<file path="src/rtl/tx_retry_ctrl_pkg.sv">
// Shared constants for the xpu transmit retry controller: FSM encoding,
// completion status codes and the contention-window exponent width.
package tx_retry_ctrl_pkg;

  localparam int CW_W = 4;

  localparam logic [2:0] S_IDLE         = 3'd0;
  localparam logic [2:0] S_WAIT_BACKOFF = 3'd1;
  localparam logic [2:0] S_TX_ON        = 3'd2;
  localparam logic [2:0] S_WAIT_ACK     = 3'd3;
  localparam logic [2:0] S_REPORT       = 3'd4;

  localparam logic [1:0] ST_ACKED      = 2'b00;
  localparam logic [1:0] ST_NOACK      = 2'b01;
  localparam logic [1:0] ST_RETRY_FAIL = 2'b10;
  localparam logic [1:0] ST_ABORTED    = 2'b11;

endpackage

</file>
<file path="src/rtl/tx_retry_ctrl_if.sv">
// Request/PHY/backoff handshake bundle between the xpu transmit path and
// tx_retry_ctrl. The controller uses the slave view, its environment the master view.
interface tx_retry_ctrl_if #(
  parameter int RETRY_WIDTH  = 4,
  parameter int ACK_TO_WIDTH = 9
);
  import tx_retry_ctrl_pkg::*;

  logic                    tsf_pulse_1M;
  logic                    tx_req;
  logic                    tx_need_ack;
  logic [RETRY_WIDTH-1:0]  tx_max_retry;
  logic                    tx_abort;
  logic [CW_W-1:0]         cw_min;
  logic [CW_W-1:0]         cw_max;
  logic [ACK_TO_WIDTH-1:0] ack_timeout_time;
  logic                    backoff_done;
  logic                    phy_tx_done;
  logic                    ack_rx_strobe;

  logic                    tx_start;
  logic [CW_W-1:0]         cw_exp;
  logic [RETRY_WIDTH-1:0]  retry_count;
  logic                    tx_retry_flag;
  logic                    busy;
  logic                    tx_done;
  logic [1:0]              tx_status;

  modport slave (
    input  tsf_pulse_1M, tx_req, tx_need_ack, tx_max_retry, tx_abort,
           cw_min, cw_max, ack_timeout_time, backoff_done, phy_tx_done, ack_rx_strobe,
    output tx_start, cw_exp, retry_count, tx_retry_flag, busy, tx_done, tx_status
  );

  modport master (
    output tsf_pulse_1M, tx_req, tx_need_ack, tx_max_retry, tx_abort,
           cw_min, cw_max, ack_timeout_time, backoff_done, phy_tx_done, ack_rx_strobe,
    input  tx_start, cw_exp, retry_count, tx_retry_flag, busy, tx_done, tx_status
  );

endinterface

</file>
<file path="src/rtl/tx_retry_ctrl_us_down_timer.sv">
// Microsecond down-counter: loadable, steps down on each 1 us tick and
// parks at zero; zero_o flags expiry.
module us_down_timer #(
  parameter int ACK_TO_WIDTH = 9
) (
  input  logic                    clk,
  input  logic                    rst,
  input  logic                    load_i,
  input  logic [ACK_TO_WIDTH-1:0] load_val_i,
  input  logic                    dec_i,
  output logic                    zero_o
);

  logic [ACK_TO_WIDTH-1:0] cnt_q, cnt_d;

  always_comb begin
    cnt_d = cnt_q;
    if (load_i)
      cnt_d = load_val_i;
    else if (dec_i && (cnt_q != '0))
      cnt_d = cnt_q - 1'b1;
  end

  always_ff @(posedge clk) begin
    if (rst) cnt_q <= '0;
    else     cnt_q <= cnt_d;
  end

  assign zero_o = (cnt_q == '0);

endmodule

</file>
<file path="src/rtl/tx_retry_ctrl.sv">
// Transmit retry controller: waits for backoff, fires the PHY, runs the ACK
// timeout and retransmits with a growing contention window until done.
module tx_retry_ctrl
  import tx_retry_ctrl_pkg::*;
#(
  parameter int RETRY_WIDTH  = 4,
  parameter int ACK_TO_WIDTH = 9
) (
  input logic              clk,
  input logic              rst,
  tx_retry_ctrl_if.slave   bus_if
);

  logic [2:0]             state_q, state_d;
  logic                   need_ack_q, need_ack_d;
  logic [RETRY_WIDTH-1:0] max_retry_q, max_retry_d;
  logic [RETRY_WIDTH-1:0] retry_q, retry_d;
  logic                   abort_pend_q, abort_pend_d;
  logic [CW_W-1:0]        cw_q, cw_d;
  logic                   retry_flag_q, retry_flag_d;
  logic                   busy_q, busy_d;
  logic                   tx_start_q, tx_start_d;
  logic                   tx_done_q, tx_done_d;
  logic [1:0]             status_q, status_d;
  logic                   tmr_load;
  logic                   tmr_dec;
  logic                   tmr_zero;

  function automatic logic [CW_W-1:0] cw_min_of(input logic [CW_W-1:0] a,
                                                input logic [CW_W-1:0] b);
    return (a < b) ? a : b;
  endfunction

  // Widened by one bit so an exponent of 15 cannot wrap before the ceiling compare.
  function automatic logic [CW_W-1:0] cw_inc_sat(input logic [CW_W-1:0] cw,
                                                 input logic [CW_W-1:0] cw_ceil);
    logic [CW_W:0] inc;
    inc = {1'b0, cw} + 1'b1;
    return (inc > {1'b0, cw_ceil}) ? cw_ceil : inc[CW_W-1:0];
  endfunction

  us_down_timer #(.ACK_TO_WIDTH(ACK_TO_WIDTH)) u_ack_timer (
    .clk        (clk),
    .rst        (rst),
    .load_i     (tmr_load),
    .load_val_i (bus_if.ack_timeout_time),
    .dec_i      (tmr_dec),
    .zero_o     (tmr_zero)
  );

  assign tmr_dec = (state_q == S_WAIT_ACK) && bus_if.tsf_pulse_1M;

  always_comb begin
    state_d      = state_q;
    need_ack_d   = need_ack_q;
    max_retry_d  = max_retry_q;
    retry_d      = retry_q;
    abort_pend_d = abort_pend_q;
    cw_d         = cw_q;
    retry_flag_d = retry_flag_q;
    busy_d       = busy_q;
    status_d     = status_q;
    tx_start_d   = 1'b0;
    tx_done_d    = 1'b0;
    tmr_load     = 1'b0;

    case (state_q)
      S_IDLE: begin
        if (bus_if.tx_req) begin
          need_ack_d   = bus_if.tx_need_ack;
          max_retry_d  = bus_if.tx_max_retry;
          retry_d      = '0;
          abort_pend_d = 1'b0;
          cw_d         = cw_min_of(bus_if.cw_min, bus_if.cw_max);
          busy_d       = 1'b1;
          state_d      = S_WAIT_BACKOFF;
        end
      end
      S_WAIT_BACKOFF: begin
        if (bus_if.tx_abort) begin
          status_d  = ST_ABORTED;
          tx_done_d = 1'b1;
          state_d   = S_REPORT;
        end else if (bus_if.backoff_done) begin
          tx_start_d = 1'b1;
          state_d    = S_TX_ON;
        end
      end
      S_TX_ON: begin
        // The PHY cannot be stopped mid-frame, so an abort waits for its end.
        if (bus_if.tx_abort) abort_pend_d = 1'b1;
        if (bus_if.phy_tx_done) begin
          if (abort_pend_q || bus_if.tx_abort) begin
            status_d  = ST_ABORTED;
            tx_done_d = 1'b1;
            state_d   = S_REPORT;
          end else if (!need_ack_q) begin
            status_d  = ST_NOACK;
            tx_done_d = 1'b1;
            state_d   = S_REPORT;
          end else begin
            tmr_load = 1'b1;
            state_d  = S_WAIT_ACK;
          end
        end
      end
      S_WAIT_ACK: begin
        if (bus_if.ack_rx_strobe) begin
          status_d  = ST_ACKED;
          tx_done_d = 1'b1;
          state_d   = S_REPORT;
        end else if (bus_if.tx_abort) begin
          status_d  = ST_ABORTED;
          tx_done_d = 1'b1;
          state_d   = S_REPORT;
        end else if (tmr_zero && (retry_q == max_retry_q)) begin
          status_d  = ST_RETRY_FAIL;
          tx_done_d = 1'b1;
          state_d   = S_REPORT;
        end else if (tmr_zero) begin
          retry_d      = retry_q + 1'b1;
          cw_d         = cw_inc_sat(cw_q, bus_if.cw_max);
          retry_flag_d = 1'b1;
          state_d      = S_WAIT_BACKOFF;
        end
      end
      S_REPORT: begin
        busy_d       = 1'b0;
        retry_flag_d = 1'b0;
        cw_d         = bus_if.cw_min;
        state_d      = S_IDLE;
      end
      default: state_d = S_IDLE;
    endcase
  end

  always_ff @(posedge clk) begin
    if (rst) begin
      state_q      <= S_IDLE;
      need_ack_q   <= 1'b0;
      max_retry_q  <= '0;
      retry_q      <= '0;
      abort_pend_q <= 1'b0;
      cw_q         <= '0;
      retry_flag_q <= 1'b0;
      busy_q       <= 1'b0;
      tx_start_q   <= 1'b0;
      tx_done_q    <= 1'b0;
      status_q     <= '0;
    end else begin
      state_q      <= state_d;
      need_ack_q   <= need_ack_d;
      max_retry_q  <= max_retry_d;
      retry_q      <= retry_d;
      abort_pend_q <= abort_pend_d;
      cw_q         <= cw_d;
      retry_flag_q <= retry_flag_d;
      busy_q       <= busy_d;
      tx_start_q   <= tx_start_d;
      tx_done_q    <= tx_done_d;
      status_q     <= status_d;
    end
  end

  assign bus_if.tx_start      = tx_start_q;
  assign bus_if.cw_exp        = cw_q;
  assign bus_if.retry_count   = retry_q;
  assign bus_if.tx_retry_flag = retry_flag_q;
  assign bus_if.busy          = busy_q;
  assign bus_if.tx_done       = tx_done_q;
  assign bus_if.tx_status     = status_q;

endmodule

</file>
<file path="src/flat_wrapper.sv">
// flat-port wrapper written by rule: the top's interface ports become plain ports
module tx_retry_ctrl_flat import tx_retry_ctrl_pkg::*;
#(
  parameter int RETRY_WIDTH  = 4,
  parameter int ACK_TO_WIDTH = 9
)
  (clk, rst, bus_if_tsf_pulse_1M, bus_if_tx_req, bus_if_tx_need_ack, bus_if_tx_max_retry, bus_if_tx_abort, bus_if_cw_min, bus_if_cw_max, bus_if_ack_timeout_time, bus_if_backoff_done, bus_if_phy_tx_done, bus_if_ack_rx_strobe, bus_if_tx_start, bus_if_cw_exp, bus_if_retry_count, bus_if_tx_retry_flag, bus_if_busy, bus_if_tx_done, bus_if_tx_status);
  tx_retry_ctrl_if #(.RETRY_WIDTH(RETRY_WIDTH), .ACK_TO_WIDTH(ACK_TO_WIDTH)) bus_if_i ();
  input logic clk;
  input logic rst;
  input wire logic [$bits(bus_if_i.tsf_pulse_1M)-1:0] bus_if_tsf_pulse_1M;
  input wire logic [$bits(bus_if_i.tx_req)-1:0] bus_if_tx_req;
  input wire logic [$bits(bus_if_i.tx_need_ack)-1:0] bus_if_tx_need_ack;
  input wire logic [$bits(bus_if_i.tx_max_retry)-1:0] bus_if_tx_max_retry;
  input wire logic [$bits(bus_if_i.tx_abort)-1:0] bus_if_tx_abort;
  input wire logic [$bits(bus_if_i.cw_min)-1:0] bus_if_cw_min;
  input wire logic [$bits(bus_if_i.cw_max)-1:0] bus_if_cw_max;
  input wire logic [$bits(bus_if_i.ack_timeout_time)-1:0] bus_if_ack_timeout_time;
  input wire logic [$bits(bus_if_i.backoff_done)-1:0] bus_if_backoff_done;
  input wire logic [$bits(bus_if_i.phy_tx_done)-1:0] bus_if_phy_tx_done;
  input wire logic [$bits(bus_if_i.ack_rx_strobe)-1:0] bus_if_ack_rx_strobe;
  output wire logic [$bits(bus_if_i.tx_start)-1:0] bus_if_tx_start;
  output wire logic [$bits(bus_if_i.cw_exp)-1:0] bus_if_cw_exp;
  output wire logic [$bits(bus_if_i.retry_count)-1:0] bus_if_retry_count;
  output wire logic [$bits(bus_if_i.tx_retry_flag)-1:0] bus_if_tx_retry_flag;
  output wire logic [$bits(bus_if_i.busy)-1:0] bus_if_busy;
  output wire logic [$bits(bus_if_i.tx_done)-1:0] bus_if_tx_done;
  output wire logic [$bits(bus_if_i.tx_status)-1:0] bus_if_tx_status;
  assign bus_if_i.tsf_pulse_1M = bus_if_tsf_pulse_1M;
  assign bus_if_i.tx_req = bus_if_tx_req;
  assign bus_if_i.tx_need_ack = bus_if_tx_need_ack;
  assign bus_if_i.tx_max_retry = bus_if_tx_max_retry;
  assign bus_if_i.tx_abort = bus_if_tx_abort;
  assign bus_if_i.cw_min = bus_if_cw_min;
  assign bus_if_i.cw_max = bus_if_cw_max;
  assign bus_if_i.ack_timeout_time = bus_if_ack_timeout_time;
  assign bus_if_i.backoff_done = bus_if_backoff_done;
  assign bus_if_i.phy_tx_done = bus_if_phy_tx_done;
  assign bus_if_i.ack_rx_strobe = bus_if_ack_rx_strobe;
  assign bus_if_tx_start = bus_if_i.tx_start;
  assign bus_if_cw_exp = bus_if_i.cw_exp;
  assign bus_if_retry_count = bus_if_i.retry_count;
  assign bus_if_tx_retry_flag = bus_if_i.tx_retry_flag;
  assign bus_if_busy = bus_if_i.busy;
  assign bus_if_tx_done = bus_if_i.tx_done;
  assign bus_if_tx_status = bus_if_i.tx_status;
  tx_retry_ctrl #(.RETRY_WIDTH(RETRY_WIDTH), .ACK_TO_WIDTH(ACK_TO_WIDTH)) u_core (.clk(clk), .rst(rst), .bus_if(bus_if_i));
endmodule
</file>
<file path="config.mk">
export PLATFORM = sky130hd
export DESIGN_NAME = tx_retry_ctrl_flat
export DESIGN_NICKNAME = d
export VERILOG_FILES = /design/src/rtl/tx_retry_ctrl_pkg.sv /design/src/rtl/tx_retry_ctrl_if.sv /design/src/rtl/tx_retry_ctrl_us_down_timer.sv /design/src/rtl/tx_retry_ctrl.sv /design/src/flat_wrapper.sv
export SDC_FILE = /design/constraint.sdc
export NUM_CORES = 1
export LEC_CHECK = 0
export CAP_MARGIN = 20
export CORE_UTILIZATION = 57
export CTS_BUF_LIST = sky130_fd_sc_hd__clkbuf_8
export DETAILED_ROUTE_END_ITERATION = 10
export PLACE_DENSITY = 0.86
export SLEW_MARGIN = 0
export SYNTH_ARGS = -nofsm -noshare
export SYNTH_HDL_FRONTEND = slang
export SYNTH_SLANG_ARGS = --single-unit
</file>
<file path="constraint.sdc">
create_clock -name clk -period 6.8 [get_ports clk]
set_clock_uncertainty 0.2 [all_clocks]
set_input_delay 1.36 -clock clk [delete_from_list [all_inputs] [get_ports clk]]
set_output_delay 1.36 -clock clk [all_outputs]
set_load 0.03 [all_outputs]
</file>
### After elaboration in Yosys (flattened, before gate mapping)

Index checks and enable logic that the tools add are counted.

* reductions and logical operators: 23
* multiplexer cells: 58
* multipliers: 0
* shift operators: 0
* $add $sub $neg: 3
* bitwise operators: 1
* equality and inequality tests: 17
* $lt $le $gt $ge: 2
* div/mod/pow operators: 0

Operator list (count)
* 4-bit two-way mux: 12
* 3-bit two-way mux: 10
* 1-bit two-way mux: 19
* 9-bit two-way mux: 2
* 2-bit two-way mux: 7
* 2-bit inequality test, second input constant: 7
* 3-bit case mux with 4 select lines: 1
* 4-bit case mux with 3 select lines: 1
* 6-bit AND reduction: 2
* 5-bit AND reduction: 2
* 2-bit nonzero test: 5
* 9-bit zero test: 1
* 9-bit nonzero test: 1
* 9-bit by 1-bit subtractor with 9-bit output, second input constant: 1
* 4-bit case mux with 2 select lines: 1
* 3-bit by 2-bit == test with 1-bit output, second input constant: 2
* 3-bit inequality test, second input constant: 2
* 1-bit case mux with 2 select lines: 3
* 2-bit case mux with 3 select lines: 1
* 3-bit nonzero test: 2
* 4-bit by 1-bit adder with 5-bit output, second input constant: 1
* 5-bit by 4-bit > comparator with 1-bit output: 1
* 5-bit by 4-bit inequality test with 1-bit output, second input constant: 1
* 4-bit by 1-bit adder with 4-bit output, second input constant: 1
* other kinds (15): 18

* memories: 0
* bits of input ports: 30
* bits in latches: 0
* word-level logic and storage cells: 116
* bits in writable memories: 0
* memory bits (read-only): 0
* register bits after elaboration: 32

### Depth between registers and ports, before layout

Gate-level depths: netlist (run 1).

* depth after elaboration: 8
* depth in mapped cells: 9

### Hierarchy

From an unflattened synthesis (run 1), not the netlist that was laid out.

* cells, all modules: 244
* area total of the unflattened synthesis: 2137.0 µm²

By module, submodules not included
* tx_retry_ctrl: times used 1, area each 1532.7 µm², cells an instance 174, seq. area each 460.4 µm²
* us_down_timer: times used 1, area each 604.3 µm², cells an instance 70, seq. area each 180.2 µm²

### Worst setup path after synthesis (run 1)

No wires, ideal clock.

* path type: input -> register
* start point: input port bus_if_cw_max[2]
* end point: register u_core.cw_q[0] (netlist: u_core.bus_if.cw_exp[0])
* path buffers: 0
* required time: 6.522 ns
* setup time: 0.078 ns
* stages: 8
* path slack: 3.509 ns
* data arrival time: 3.013 ns
* cell sequence: inv_1 ha_1 and3b_1 a2111oi_2 o21ai_1 or3_1 o2111a_1 nor3_1

* longest elaborated chain between the ends: 7
* elaborated cells on any way between the ends: 10
* classes of those cells: order compare (2); mux (8)

Ends and longest elaborated chain
* start, declared: RTL line flat_wrapper.sv:17 `input wire logic [$bits(bus_if_i.cw_max)-1:0] bus_if_cw_max;`
* 5-bit by 4-bit > comparator with 1-bit output: RTL line tx_retry_ctrl.sv:39 `return (inc > {1'b0, cw_ceil}) ? cw_ceil : inc[CW_W-1:0];`
* 4-bit two-way mux: RTL line tx_retry_ctrl.sv:39
* 4-bit two-way mux: RTL line tx_retry_ctrl.sv:120 `end else if (tmr_zero) begin`
* 4-bit two-way mux: RTL line tx_retry_ctrl.sv:116 `end else if (tmr_zero && (retry_q == max_retry_q)) begin`
* 4-bit two-way mux: RTL line tx_retry_ctrl.sv:112 `end else if (bus_if.tx_abort) begin`
* 4-bit two-way mux: RTL line tx_retry_ctrl.sv:108 `if (bus_if.ack_rx_strobe) begin`
* 4-bit case mux with 3 select lines *: RTL line tx_retry_ctrl.sv:67 `case (state_q)`
* end signal, assigned: RTL line tx_retry_ctrl.sv:156 `cw_q <= cw_d;`
* end, declared: RTL line tx_retry_ctrl.sv:19 `logic [CW_W-1:0] cw_q, cw_d;`

Mark *: on every way between the ends. The rest lies on a longest branch, timed or not. The select of a mux whose other input is x is not followed.
A chain may end at the register's enable or synchronous reset.

### Worst setup path in the final report (run 1)

Ends and elaborated chain as after synthesis.

==> results of run 1 <==
[power breakdown]
group | total [W] | switching (W) | internal (W)
logic | 0.000166 | 0.0000887 | 0.0000777
registers | 0.000222 | 0.0000202 | 0.000201
clock network | 0.000154 | 0.0000737 | 0.0000807
[through the flow]
stage	power (W)	hold slack (ns)	utilization	instance area (um^2)	setup WS, ns
after floorplan	0.000336	0.275	-	2040	3.51
after global placement	0.000386	0.284	0.736	2500	2.86
after detailed placement	0.000390	0.294	0.736	2500	2.77
after CTS	0.000546	0.304	0.764	2590	3.04
after global routing	0.000575	0.331	0.764	2590	2.88
final	0.000543	0.298	0.764	2590	3.01
[layout make-up]
cell class | instances | area [um^2]
fillers | 246 | 801
clock buffers | 6 | 82.6
flip-flops and latches | 32 | 641
well taps | 46 | 57.6
repair buffers | 44 | 438
multi-input cells | 185 | 1330
clock inverters | 2 | 10.0
inverters | 7 | 26.3
[sequential cells by signal (all words and copies together) (netlist names)]
| register | count |
|---|---|
| u_core.bus_if.tx_start | 1 |
| u_core.state_q | 3 |
| u_core.abort_pend_q | 1 |
| u_core.max_retry_q | 4 |
| u_core.bus_if.tx_retry_flag | 1 |
| u_core.need_ack_q | 1 |
| u_core.bus_if.retry_count | 4 |
| u_core.bus_if.busy | 1 |
| u_core.bus_if.tx_status | 2 |
| u_core.u_ack_timer.cnt_q | 9 |
| u_core.bus_if.cw_exp | 4 |
| u_core.bus_if.tx_done | 1 |
[cells by family (layout without fill, tap and decap cells)]
| logic type | count (synthesis) | count (layout) |
|---|---|---|
| xor+xnor | 15 | 15 |
| flops | 32 | 32 |
| simple gates | 95 | 95 |
| compound gates | 57 | 57 |
| fa+ha+maj | 11 | 11 |
| mux | 7 | 7 |
| buf+inv | 17 | 59 |
[how the worst max path moves through the flow]
stage	start	end	slack [ns]
2_1_floorplan	bus_if_cw_max[2]	u_core.bus_if.cw_exp[0]	3.51
3_3_place_gp	bus_if_cw_max[2]	u_core.bus_if.cw_exp[0]	2.86
3_5_place_dp	bus_if_cw_max[2]	u_core.bus_if.cw_exp[0]	2.77
4_1_cts	bus_if_cw_max[2]	u_core.bus_if.cw_exp[0]	3.04
5_1_grt	bus_if_cw_max[2]	u_core.bus_if.cw_exp[0]	2.88
6_report	bus_if_cw_max[2]	u_core.bus_if.cw_exp[0]	3.01
[layer usage]
| metal | part of all wire | GRT usage | vias to the layer above |
|---|---|---|---|
| met3 | 0.056 | 0.0745 | 6 |
| met5 | 0 | 0 | - |
| li1 | - | - | 938 |
| met4 | 0.017 | 0.108 | 0 |
| met1 | 0.47 | 0.337 | 863 |
| met2 | 0.46 | 0.436 | 61 |
[cells in the final DEF (no fill, tap or decap), types with 3 or more instances in the layout]
cell type        instances
nand2_1                 12
nor3b_1                  4
mux2i_1                  7
o21ai_1                  3
inv_1                    6
nand4_1                  4
clkdlybuf4s50_1         43
xor2_1                  11
xnor2_1                  4
a31oi_1                  3
ha_1                    11
o21ai_0                  5
a211oi_1                 8
nand2b_1                 5
nor3_1                   6
a21oi_1                 13
dfxtp_1                 32
nor2_1                  35
nand3_1                  8
a311oi_1                 3
clkbuf_8                 6
or3_1                    3
o211ai_1                 5
[worst max-delay path: cells and delay by family]
family | cells | cell delay (ns)
AOI/OAI and AO/OA | 3 | 0.74
buffers and inverters | 2 | 0.60
adders and majority gates | 1 | 0.35
and+or+nand+nor | 3 | 0.74
[cell usage after synthesis (2+ instances only)]
cell       n  area (um^2)
clkbuf_1   6         22.5
xnor2_1    4         35.0
nor2_1    35          131
a311oi_1   3         26.3
buf_2      2         10.0
nand2_1   12         45.0
o211ai_1   5         37.5
o21ai_1    3         15.0
o32ai_1    2         17.5
a211oi_1   8         60.1
a21oi_1   13         65.1
dfxtp_1   32          641
a211oi_2   2         25.0
ha_1      11          138
or3_1      3         18.8
and3_1     2         12.5
a21o_1     2         15.0
xor2_1    11         96.3
a31oi_1    3         18.8
o21ai_0    5         25.0
nand4_1    4         25.0
nor3b_1    4         30.0
mux2i_1    7         70.1
nand3_2    2         20.0
and3b_1    2         17.5
nor4_4     2         42.5
nor3_1     6         30.0
nand3_1    8         40.0
inv_1      6         22.5
nand2b_1   5         31.3
==> summary.md, run 1 <==
| Metric | Value |
|---|---|
| Status | `finished clean` |
| Final Non-Filler Cells | `322` |
| Min Tclk post-route | `3.79 ns` |
| DRC Markers | `0` |
| Max cap viols | `0` |
| Peak VDD IR | `approximately 0.13 mV` |
| Slowest stage delay, CP | `0.52 ns` |
| Unrepaired setup endpoints after global routing | `no` |
| Fin. max-slew vios | `0` |
| HP Start | `u_core.bus_if.tx_status[0]` |
| Mapped Avg Cell Area | `8.74 um^2` |
| Number of buffers inserted by hold repair at cts | `0` |
| Io pins | `44` |
| Die area | `between 3000 and 4000 um^2` |
| Gr usage total | `0.268` |
| Endpoints failing hold | `0` |
| Ys async rst share | `0` |
| Area Overhead vs Synth | `26.6%` |
| TritonCTS clock tree | `done` |
| Final wirelength | `4.53 mm` |
| Post-synth net total | `275` |
| Multiplexer share of the synthesized area | `0.0343` |
| Crit Path Class | `in -> reg` |
| Clk root buf | `clkbuf_8` |
| Post-DP HPWL | `~3.2 mm` |
| Startpoint Class | `input port` |
| Antenna viol nets, final | `0` |
| XOR/XNOR Fraction of Synth Area | `0.0643` |
| Final nets | `316` |
| Number of diodes | `0` |
| Simple-Gate Fraction of Synth Area | `0.275` |
| Post-synthesis adder-cell area fraction | `0.0673` |
| Slew @ Worst Pin | `0.769 ns` |
| Worst-Skew Late Latency | `0.29 ns` |
| Post-CTS resize count | `0` |
| Remaining Overflow, GRT | `0` |
| Synth Register Bits | `32` |
| Vias/cell | `5.80` |
| Worst-path fanout max | `6` |
| Clock sinks | `32` |
| Vias post-DR | `1868` |
| R2r setup slk | `3.81 ns` |
| Largest family of logic cells by synthesized area | `simple AND/OR/NAND/NOR gates` |
| H-tree depth | `2` |
| Dpl cells | `314` |
| Total setup buffers inserted after CTS | `0` |
| Cells on worst reg2reg path | `9` |
| Gpl congestion | `about 0.89` |
| Yosys warns | `0` |
| Initial core utilization | `0.603` |
| Hold Path Class | `reg -> reg` |
| Post-synthesis sequential area ratio | `0.313` |
| Clock buffer depth | `2` |
| First-pass GRT wire length | `7.38 mm` |
| Worst path required time | `6.81 ns` |
| Synth unique cells | `54` |
| Worst slew margin | `0.486` |
| Synth Cell Area | `2040 um^2` |
| Pleak | `slightly above 1 nW` |
| Largest net degree at the start of global routing | `33` |
| Max Fclk | `0.264 GHz` |
| Die width | `61.9 um` |
| Router iterations before antenna repair | `4` |
| Period utilisation layout | `0.557` |
| Initial antenna violation count | `0` |
| FF-to-FF Start | `u_core.bus_if.cw_exp[0]` |
| Worst Hold Path EP | `u_core.bus_if.tx_status[0]` |
| Compound-Gate Fraction of Synth Area | `0.211` |
| Die H | `61.9 um` |
| EDFF count, synth | `0` |
| Share of layout cells above drive strength 1 | `0.0978` |
| Hold path depth | `2` |
| Post-DR wirelength/cell | `14.1 um` |
| Critical path capture point type | `register` |
| Pwr per Cell Area | `210 nW/um^2` |
| Vias in the first global route | `1670` |
| Critical path arrival | `3.80 ns` |
| Placeable Area | `3390 um^2` |
| Slowest cell on the critical path | `clkdlybuf4s50_1` |
| Clk slew on worst S/H paths | `~0.07 ns` |
| Final setup vio count | `0` |
| Total CTS buffers | `5` |
| End of the worst register-to-register path | `u_core.bus_if.cw_exp[0]` |
| Num rows | `21` |
| I/O Buffers | `43` |
| Post-Route Setup TNS | `0 ns` |
| Initial DRC count | `113` |
| CP Cell Sequence | `clkdlybuf4s50_1 -> inv_1 -> ha_1 -> and3b_1 -> a2111oi_2 -> o21ai_1 -> or3_1 -> o2111a_1 -> nor3_1` |
| Prevailing post-synth register cell | `dfxtp_1` |
| Gate Count Post-Synth | `234` |
Power figures use the tool's default switching activity.
==> run 2, diff against run 1 <==
--- a/config.mk
+++ b/config.mk
@@ -6,10 +6,10 @@
 export NUM_CORES = 1
 export LEC_CHECK = 0
 export CAP_MARGIN = 20
-export CORE_UTILIZATION = 57
+export CORE_UTILIZATION = 53
 export CTS_BUF_LIST = sky130_fd_sc_hd__clkbuf_8
 export DETAILED_ROUTE_END_ITERATION = 10
-export PLACE_DENSITY = 0.86
+export PLACE_DENSITY = 0.81
 export SLEW_MARGIN = 0
 export SYNTH_ARGS = -nofsm -noshare
 export SYNTH_HDL_FRONTEND = slang
==> constraint.sdc (replaced) <==
create_clock -name clk -period 3.55 [get_ports clk]
set_clock_uncertainty 0.2 [all_clocks]
set_input_delay 0.71 -clock clk [delete_from_list [all_inputs] [get_ports clk]]
set_output_delay 0.71 -clock clk [all_outputs]
set_load 0.03 [all_outputs]
==> run 2 against run 1 <==
Clock-buffer cell count decreased by 1. Highest routed layer unchanged. Global-route usage decreased by 2.6 points. Worst setup slack got worse by 2.5 ns. Die area rose by 7.3%. Routed wire length decreased by 0.91%.
==> summary.md, run 2 (synthesis results as in run 1) <==
| Metric | Value |
|---|---|
| Initial core utilization | `0.554 (-0.0489)` |
| Combinational share of power | `0.318 (+0.011)` |
| Fill cells | `297 (+21%)` |
| Initial DRC count | `128 (+13%)` |
| Power Internal | `0.000665 W (+85%)` |
| Min Tclk post-route | `between 3 and 4 ns` |
| Max cap viols | `0 (unchanged)` |
| Antenna viol nets, final | `0 (unchanged)` |
| Worst path required time | `3.56 ns (-3.25 ns)` |
| DP Area | `2510 um^2 (+0.40%)` |
| Die H | `64.1 um (+3.6%)` |
| Seq pwr share | `0.425 (+0.016)` |
| Worst-path fanout max | `6 (unchanged)` |
| Num rows | `22 (+4.8%)` |
| Status | `finished clean` |
| Psw | `0.000338 W (+85%)` |
| Remaining Overflow, GRT | `0 (unchanged)` |
| Pwr per Cell Area | `388 nW/um^2 (+85%)` |
| Final wirelength | `4.49 mm (-0.91%)` |
| Busiest grt layer | `met2` |
| Multi-input logic area | `1330 um^2 (unchanged)` |
| Initial antenna violation count | `0 (unchanged)` |
| Reg with most FFs | `u_core.u_ack_timer.cnt_q` |
| Clock power share | `0.257 (-0.028)` |
| Critical path arrival | `3.10 ns (-0.70 ns)` |
| Crit Path Class | `in -> reg` |
| Met1 Track Usage GR | `0.297 (-0.0394)` |
| Vias/cell | `5.80 (about the same)` |
| Clock buffer depth | `2 (unchanged)` |
| Total setup buffers inserted after CTS | `0 (unchanged)` |
| Sequential Area | `641 um^2 (unchanged)` |
| Share of layout cells above drive strength 1 | `0.0942 (-0.00362)` |
| Design Area, Final | `2580 um^2 (-0.19%)` |
| Slew @ Worst Pin | `0.708 ns (-0.0607 ns)` |
| Final setup vio count | `0 (unchanged)` |
| First-pass GRT wire length | `7.85 mm (+6.4%)` |
| Max Fclk | `0.324 GHz` |
| Commonest non-fill, non-tap cells in the layout | `clkdlybuf4s50_1 (43), nor2_1 (35), dfxtp_1 (32)` |
| Unrepaired setup endpoints after global routing | `no` |
| Number of buffers inserted by hold repair at cts | `0 (unchanged)` |
| Post-CTS resize count | `0 (unchanged)` |
| Final nets | `317 (+0.32%)` |
| Gpl congestion | `0.797 (-10%)` |
| Hold Path Class | `reg -> reg` |
| Startpoint Class | `input port` |
| Endpoints failing hold | `0 (unchanged)` |
| Vias post-DR | `1879 (+0.59%)` |
| Slowest stage delay, CP | `0.52 ns (about the same)` |
| Critical path capture point type | `register` |
| Worst-Skew Late Latency | `0.28 ns (about the same)` |
| CP bufs+invs | `2 (unchanged)` |
| Clk root buf | `clkbuf_8` |
| Grt met3 use | `0.0554 (-0.0192)` |
| Clk slew on worst S/H paths | `0.07 ns (about the same)` |
| Post-DR wirelength/cell | `13.8 um (-1.5%)` |
| Final hold slack | `0.290 ns (-0.00797 ns)` |
| Most common cell after layout, fill and taps aside | `clkdlybuf4s50_1` |
| I/O Buffers | `43 (unchanged)` |
| Pleak | `1.02 nW (-0.16%)` |
| Die area | `4110 um^2 (+7.3%)` |
| Router iterations before antenna repair | `4 (unchanged)` |
| Post-Route Setup TNS | `0 ns (unchanged)` |
| Peak VDD IR | `0.253 mV (+94%)` |
| Met2 Use GR | `0.399 (-0.0373)` |
| Number of diodes | `0 (unchanged)` |
| TritonCTS clock tree | `done` |
| Placeable Area | `3690 um^2 (+8.8%)` |
| Clock sinks | `32 (unchanged)` |
| Dpl cells | `317 (+0.96%)` |
| CP top delay family | `compound AO/OA/AOI/OAI gates` |
| Final Non-Filler Cells | `324 (+0.62%)` |
| Io pins | `44 (unchanged)` |
| Fin. max-slew vios | `0 (unchanged)` |
| DRC Markers | `0 (unchanged)` |
| Gr usage total | `0.243 (-0.0256)` |
| Period utilisation layout | `0.869` |
| Post-DP HPWL | `3.19 mm (-0.27%)` |
| Worst slew margin | `0.526 (+0.0394)` |
| CP Cell Sequence | `clkdlybuf4s50_1 -> inv_1 -> ha_1 -> and3b_1 -> a2111oi_2 -> o21ai_1 -> or3_1 -> o2111a_1 -> nor3_1` |
| Sw Ratio | `0.337 (+0.000469)` |
| Total CTS buffers | `5 (unchanged)` |
| Slowest cell on the critical path | `clkdlybuf4s50_1` |
| Number of flip-flops in the largest register | `9 (unchanged)` |
| Die width | `64.1 um (+3.6%)` |
| H-tree depth | `2 (unchanged)` |
| Vias in the first global route | `1814 (+8.6%)` |
| Largest net degree at the start of global routing | `25 (-24%)` |
| Area Overhead vs Synth | `26.4%` |
[run 2: changes by cell type in the layout (fill, tap and decap cells not counted), sizes merged]
cell    before  now
buf          1    2
clkbuf       6    5
clkinv       2    1
inv          7    8
[run 2: stage by stage]
stage | util | worst slack, ns | total power [W]
after floorplan | - | 0.717 | 0.000643
after global placement | 0.679 | 0.259 | 0.000743
after detailed placement | 0.679 | 0.190 | 0.000750
after CTS | 0.700 | 0.473 | 0.00101
after global routing | 0.700 | 0.265 | 0.00107
final | 0.700 | 0.464 | 0.00100
[run 2: cell type report]
cell class                      count  share of cell area
Multi-Input combinational cell    185               0.516
Sequential cell                    32               0.248
Timing Repair Buffer               45               0.172
Clock buffer                        5              0.0266
Clock inverter                      2             0.00339
Tap cell                           48              0.0232
Inverter                            7              0.0102
[run 2: worst paths after layout]
check	start	endpoint	slack, ns	depth (start not counted)
max reg2reg	u_core.bus_if.cw_exp[0]	u_core.bus_if.cw_exp[0]	0.64	9
max	bus_if_cw_max[2]	u_core.bus_if.cw_exp[0]	0.46	9
min	u_core.bus_if.tx_status[1]	u_core.bus_if.tx_status[1]	0.29	2
min reg2reg	u_core.bus_if.tx_status[1]	u_core.bus_if.tx_status[1]	0.29	2
[run 2: per-layer routing]
metal | part of all wire | wire [um] | vias to the layer above
met5 | 0 | 0 | -
met2 | 0.48 | 2150 | 57
li1 | - | - | 939
met1 | 0.45 | 2040 | 876
met3 | 0.052 | 235 | 7
met4 | 0.014 | 63 | 0
[run 2: power by group through the flow]
| stage | Sequential [W] | Combinational [W] | Clock [W] |
|---|---|---|---|
| final | 0.000426 | 0.000319 | 0.000258 |
| after CTS | 0.000426 | 0.000319 | 0.000267 |
| after global placement | 0.000433 | 0.000310 | 0 |
| after global routing | 0.000432 | 0.000352 | 0.000287 |
| after detailed placement | 0.000434 | 0.000317 | 0 |
| after floorplan | 0.000446 | 0.000198 | 0 |
[run 2: worst min-delay path: stages (launching register included)]
cell and delay, ns:
dfxtp_1 0.31, nor2_1 0.09, nor3_1 0.05
==> run 3, diff against run 2 <==
--- a/config.mk
+++ b/config.mk
@@ -6,6 +6,8 @@
 export NUM_CORES = 1
 export LEC_CHECK = 0
 export CAP_MARGIN = 20
+export CORE_ASPECT_RATIO = 1.1
+export CORE_MARGIN = 1
 export CORE_UTILIZATION = 53
 export CTS_BUF_LIST = sky130_fd_sc_hd__clkbuf_8
 export DETAILED_ROUTE_END_ITERATION = 10
==> run 3 against run 2 <==
Register-to-register slack gained 0.06 ns. Sequential power is essentially flat. Combinational power decreased by 1%. Power rose by 1.9%. Sequential share of layout area fell by 0.12 points. Clock power grew 9.7%. Cell count grew 0.93%. Non-clock buffer count unchanged. Core utilization increased by 0.99 points.
==> summary.md, run 3 (synthesis results as in run 1) <==
| Metric | Value |
|---|---|
| Most common cell after layout, fill and taps aside | `clkdlybuf4s50_1` |
| Min Tclk post-route | `3.08 ns (-0.00586 ns)` |
| Clk slew on worst S/H paths | `0.07 ns (about the same)` |
| Final nets | `317 (unchanged)` |
| Slowest stage delay, CP | `0.54 ns (+0.02 ns)` |
| Max Fclk | `0.325 GHz (+0.19%)` |
| TritonCTS clock tree | `done` |
| Slowest cell on the critical path | `clkdlybuf4s50_1` |
| Peak VDD IR | `0.363 mV (+44%)` |
| Final Util | `0.710 (+0.00990)` |
| Total CTS buffers | `5 (unchanged)` |
| Remaining Overflow, GRT | `0 (unchanged)` |
| Post-DR wirelength/cell | `14.2 um (+2.6%)` |
| Router iterations before antenna repair | `5 (+1)` |
| Number of flip-flops in the largest register | `9 (unchanged)` |
| Clk root buf | `clkbuf_8` |
| Commonest non-fill, non-tap cells in the layout | `clkdlybuf4s50_1 (43), nor2_1 (35), dfxtp_1 (32)` |
| Die area | `4110 um^2 (about the same)` |
| Startpoint Class | `input port` |
| Pwr per Cell Area | `394 nW/um^2 (+1.5%)` |
| Final Non-Filler Cells | `327 (+0.93%)` |
| Worst-path fanout max | `6 (unchanged)` |
| Placeable Area | `3650 um^2 (-0.92%)` |
| End of the worst register-to-register path | `u_core.bus_if.cw_exp[0]` |
| Post-Route Setup TNS | `0 ns (unchanged)` |
| Critical path capture point type | `register` |
| Max cap viols | `0 (unchanged)` |
| FF-to-FF Start | `u_core.bus_if.cw_exp[0]` |
| Clock buffer depth | `2 (unchanged)` |
| Vias post-DR | `1861 (-0.96%)` |
| Hold path depth | `2 (unchanged)` |
| Number of buffers inserted by hold repair at cts | `0 (unchanged)` |
| Worst slew margin | `0.547 (+0.0214)` |
| CP Cell Sequence | `clkdlybuf4s50_1 -> inv_1 -> ha_1 -> and3b_1 -> a2111oi_2 -> o21ai_1 -> or3_1 -> o2111a_1 -> nor3_1` |
| Final setup vio count | `0 (unchanged)` |
| Status | `finished clean` |
| Fill cells | `318 (+7.1%)` |
| Crit path to | `u_core.bus_if.cw_exp[0]` |
| Worst path required time | `3.56 ns (about the same)` |
| Clock sinks | `32 (unchanged)` |
| R2r setup slk | `0.70 ns (+0.06 ns)` |
| Reg with most FFs | `u_core.u_ack_timer.cnt_q` |
| Largest net degree at the start of global routing | `24 (-4.0%)` |
| Number of diodes | `0 (unchanged)` |
| DRC Markers | `0 (unchanged)` |
| H-tree depth | `2 (unchanged)` |
| Gr usage total | `0.251 (+0.00776)` |
| Critical path arrival | `3.09 ns (about the same)` |
| Vias/cell | `5.69 (-1.9%)` |
| Worst-Skew Late Latency | `0.28 ns (about the same)` |
| Post-CTS resize count | `0 (unchanged)` |
| Initial antenna violation count | `0 (unchanged)` |
| Fin. max-slew vios | `0 (unchanged)` |
| PnR Total Power | `0.00102 W (+1.9%)` |
| I/O Buffers | `43 (unchanged)` |
| Initial core utilization | `0.559 (+0.00512)` |
| Die H | `67.1 um (+4.7%)` |
| Vias in the first global route | `1722 (-5.1%)` |
| Hold Path Class | `reg -> reg` |
| Antenna viol nets, final | `0 (unchanged)` |
| Cells on worst reg2reg path | `9 (unchanged)` |
| CP Launch Point | `bus_if_cw_max[2]` |
| Final wirelength | `4.65 mm (+3.6%)` |
| Num rows | `23 (+4.5%)` |
| Io pins | `44 (unchanged)` |
| Unrepaired setup endpoints after global routing | `no` |
| Pleak | `1.03 nW (+0.26%)` |
| Crit Path Class | `in -> reg` |
| Share of layout cells above drive strength 1 | `0.101 (+0.00688)` |
| Total setup buffers inserted after CTS | `0 (unchanged)` |
| Area Overhead vs Synth | `27.0%` |
| Post-DP HPWL | `3.41 mm (+7.0%)` |
| First-pass GRT wire length | `7.65 mm (-2.5%)` |
| Endpoints failing hold | `0 (unchanged)` |
| Period utilisation layout | `0.868 (-0.00165)` |
| Slew @ Worst Pin | `0.676 ns (-0.0319 ns)` |
| Gpl congestion | `0.881 (+11%)` |
| Dpl cells | `319 (+0.63%)` |
| Die width | `61.2 um (-4.5%)` |
| Initial DRC count | `94 (-27%)` |
-- run 3: cell type report --
| type | instances | area [um^2] | area share |
|---|---|---|---|
| Clock inverter | 3 | 18.8 | 0.00723 |
| Clock buffer | 5 | 68.8 | 0.0265 |
| Multi-Input combinational cell | 185 | 1330 | 0.514 |
| Timing Repair Buffer | 45 | 445 | 0.172 |
| Sequential cell | 32 | 641 | 0.247 |
| Inverter | 7 | 26.3 | 0.0101 |
| Tap cell | 50 | 62.6 | 0.0241 |
-- run 3: worst min-delay path by stage --
stage	start	endpoint	slack, ns
5_1_grt	u_core.bus_if.tx_status[1]	u_core.bus_if.tx_status[1]	0.34
4_1_cts	u_core.bus_if.tx_status[1]	u_core.bus_if.tx_status[1]	0.30
2_1_floorplan	u_core.need_ack_q	u_core.need_ack_q	0.28
6_report	u_core.bus_if.tx_status[1]	u_core.bus_if.tx_status[1]	0.30
3_3_place_gp	u_core.bus_if.tx_status[1]	u_core.bus_if.tx_status[1]	0.28
3_5_place_dp	u_core.bus_if.tx_status[1]	u_core.bus_if.tx_status[1]	0.29
-- run 3: routing by layer --
metal  share of wire  vias up  global-route usage
met1            0.46      879               0.314
met4          0.0075        0              0.0597
li1                -      939                   -
met3           0.034        2              0.0517
met5               0        -                   0
met2            0.50       41               0.435
-- run 3: report_power, final --
part / switching, W / internal [W]
clock network: 0.000146 / 0.000137
logic: 0.000167 / 0.000148
registers: 0.0000389 / 0.000386
total: 0.000353 / 0.000670
-- run 3: worst max-delay path: cells and delay by family --
family / cells / cell delay [ns]
buffers and inverters: 2 / 0.63
AOI/OAI and AO/OA: 3 / 0.72
adders and majority gates: 1 / 0.34
and+or+nand+nor: 3 / 0.67
-- run 3: per-stage QoR --
stage	worst slack [ns]	hold slack [ns]	area [um^2]
finish	0.470	0.295	2600
global route	0.311	0.338	2600
CTS	0.488	0.299	2600
detailed placement	0.200	0.287	2510
global placement	0.259	0.284	2510
floorplan	0.717	0.275	2040
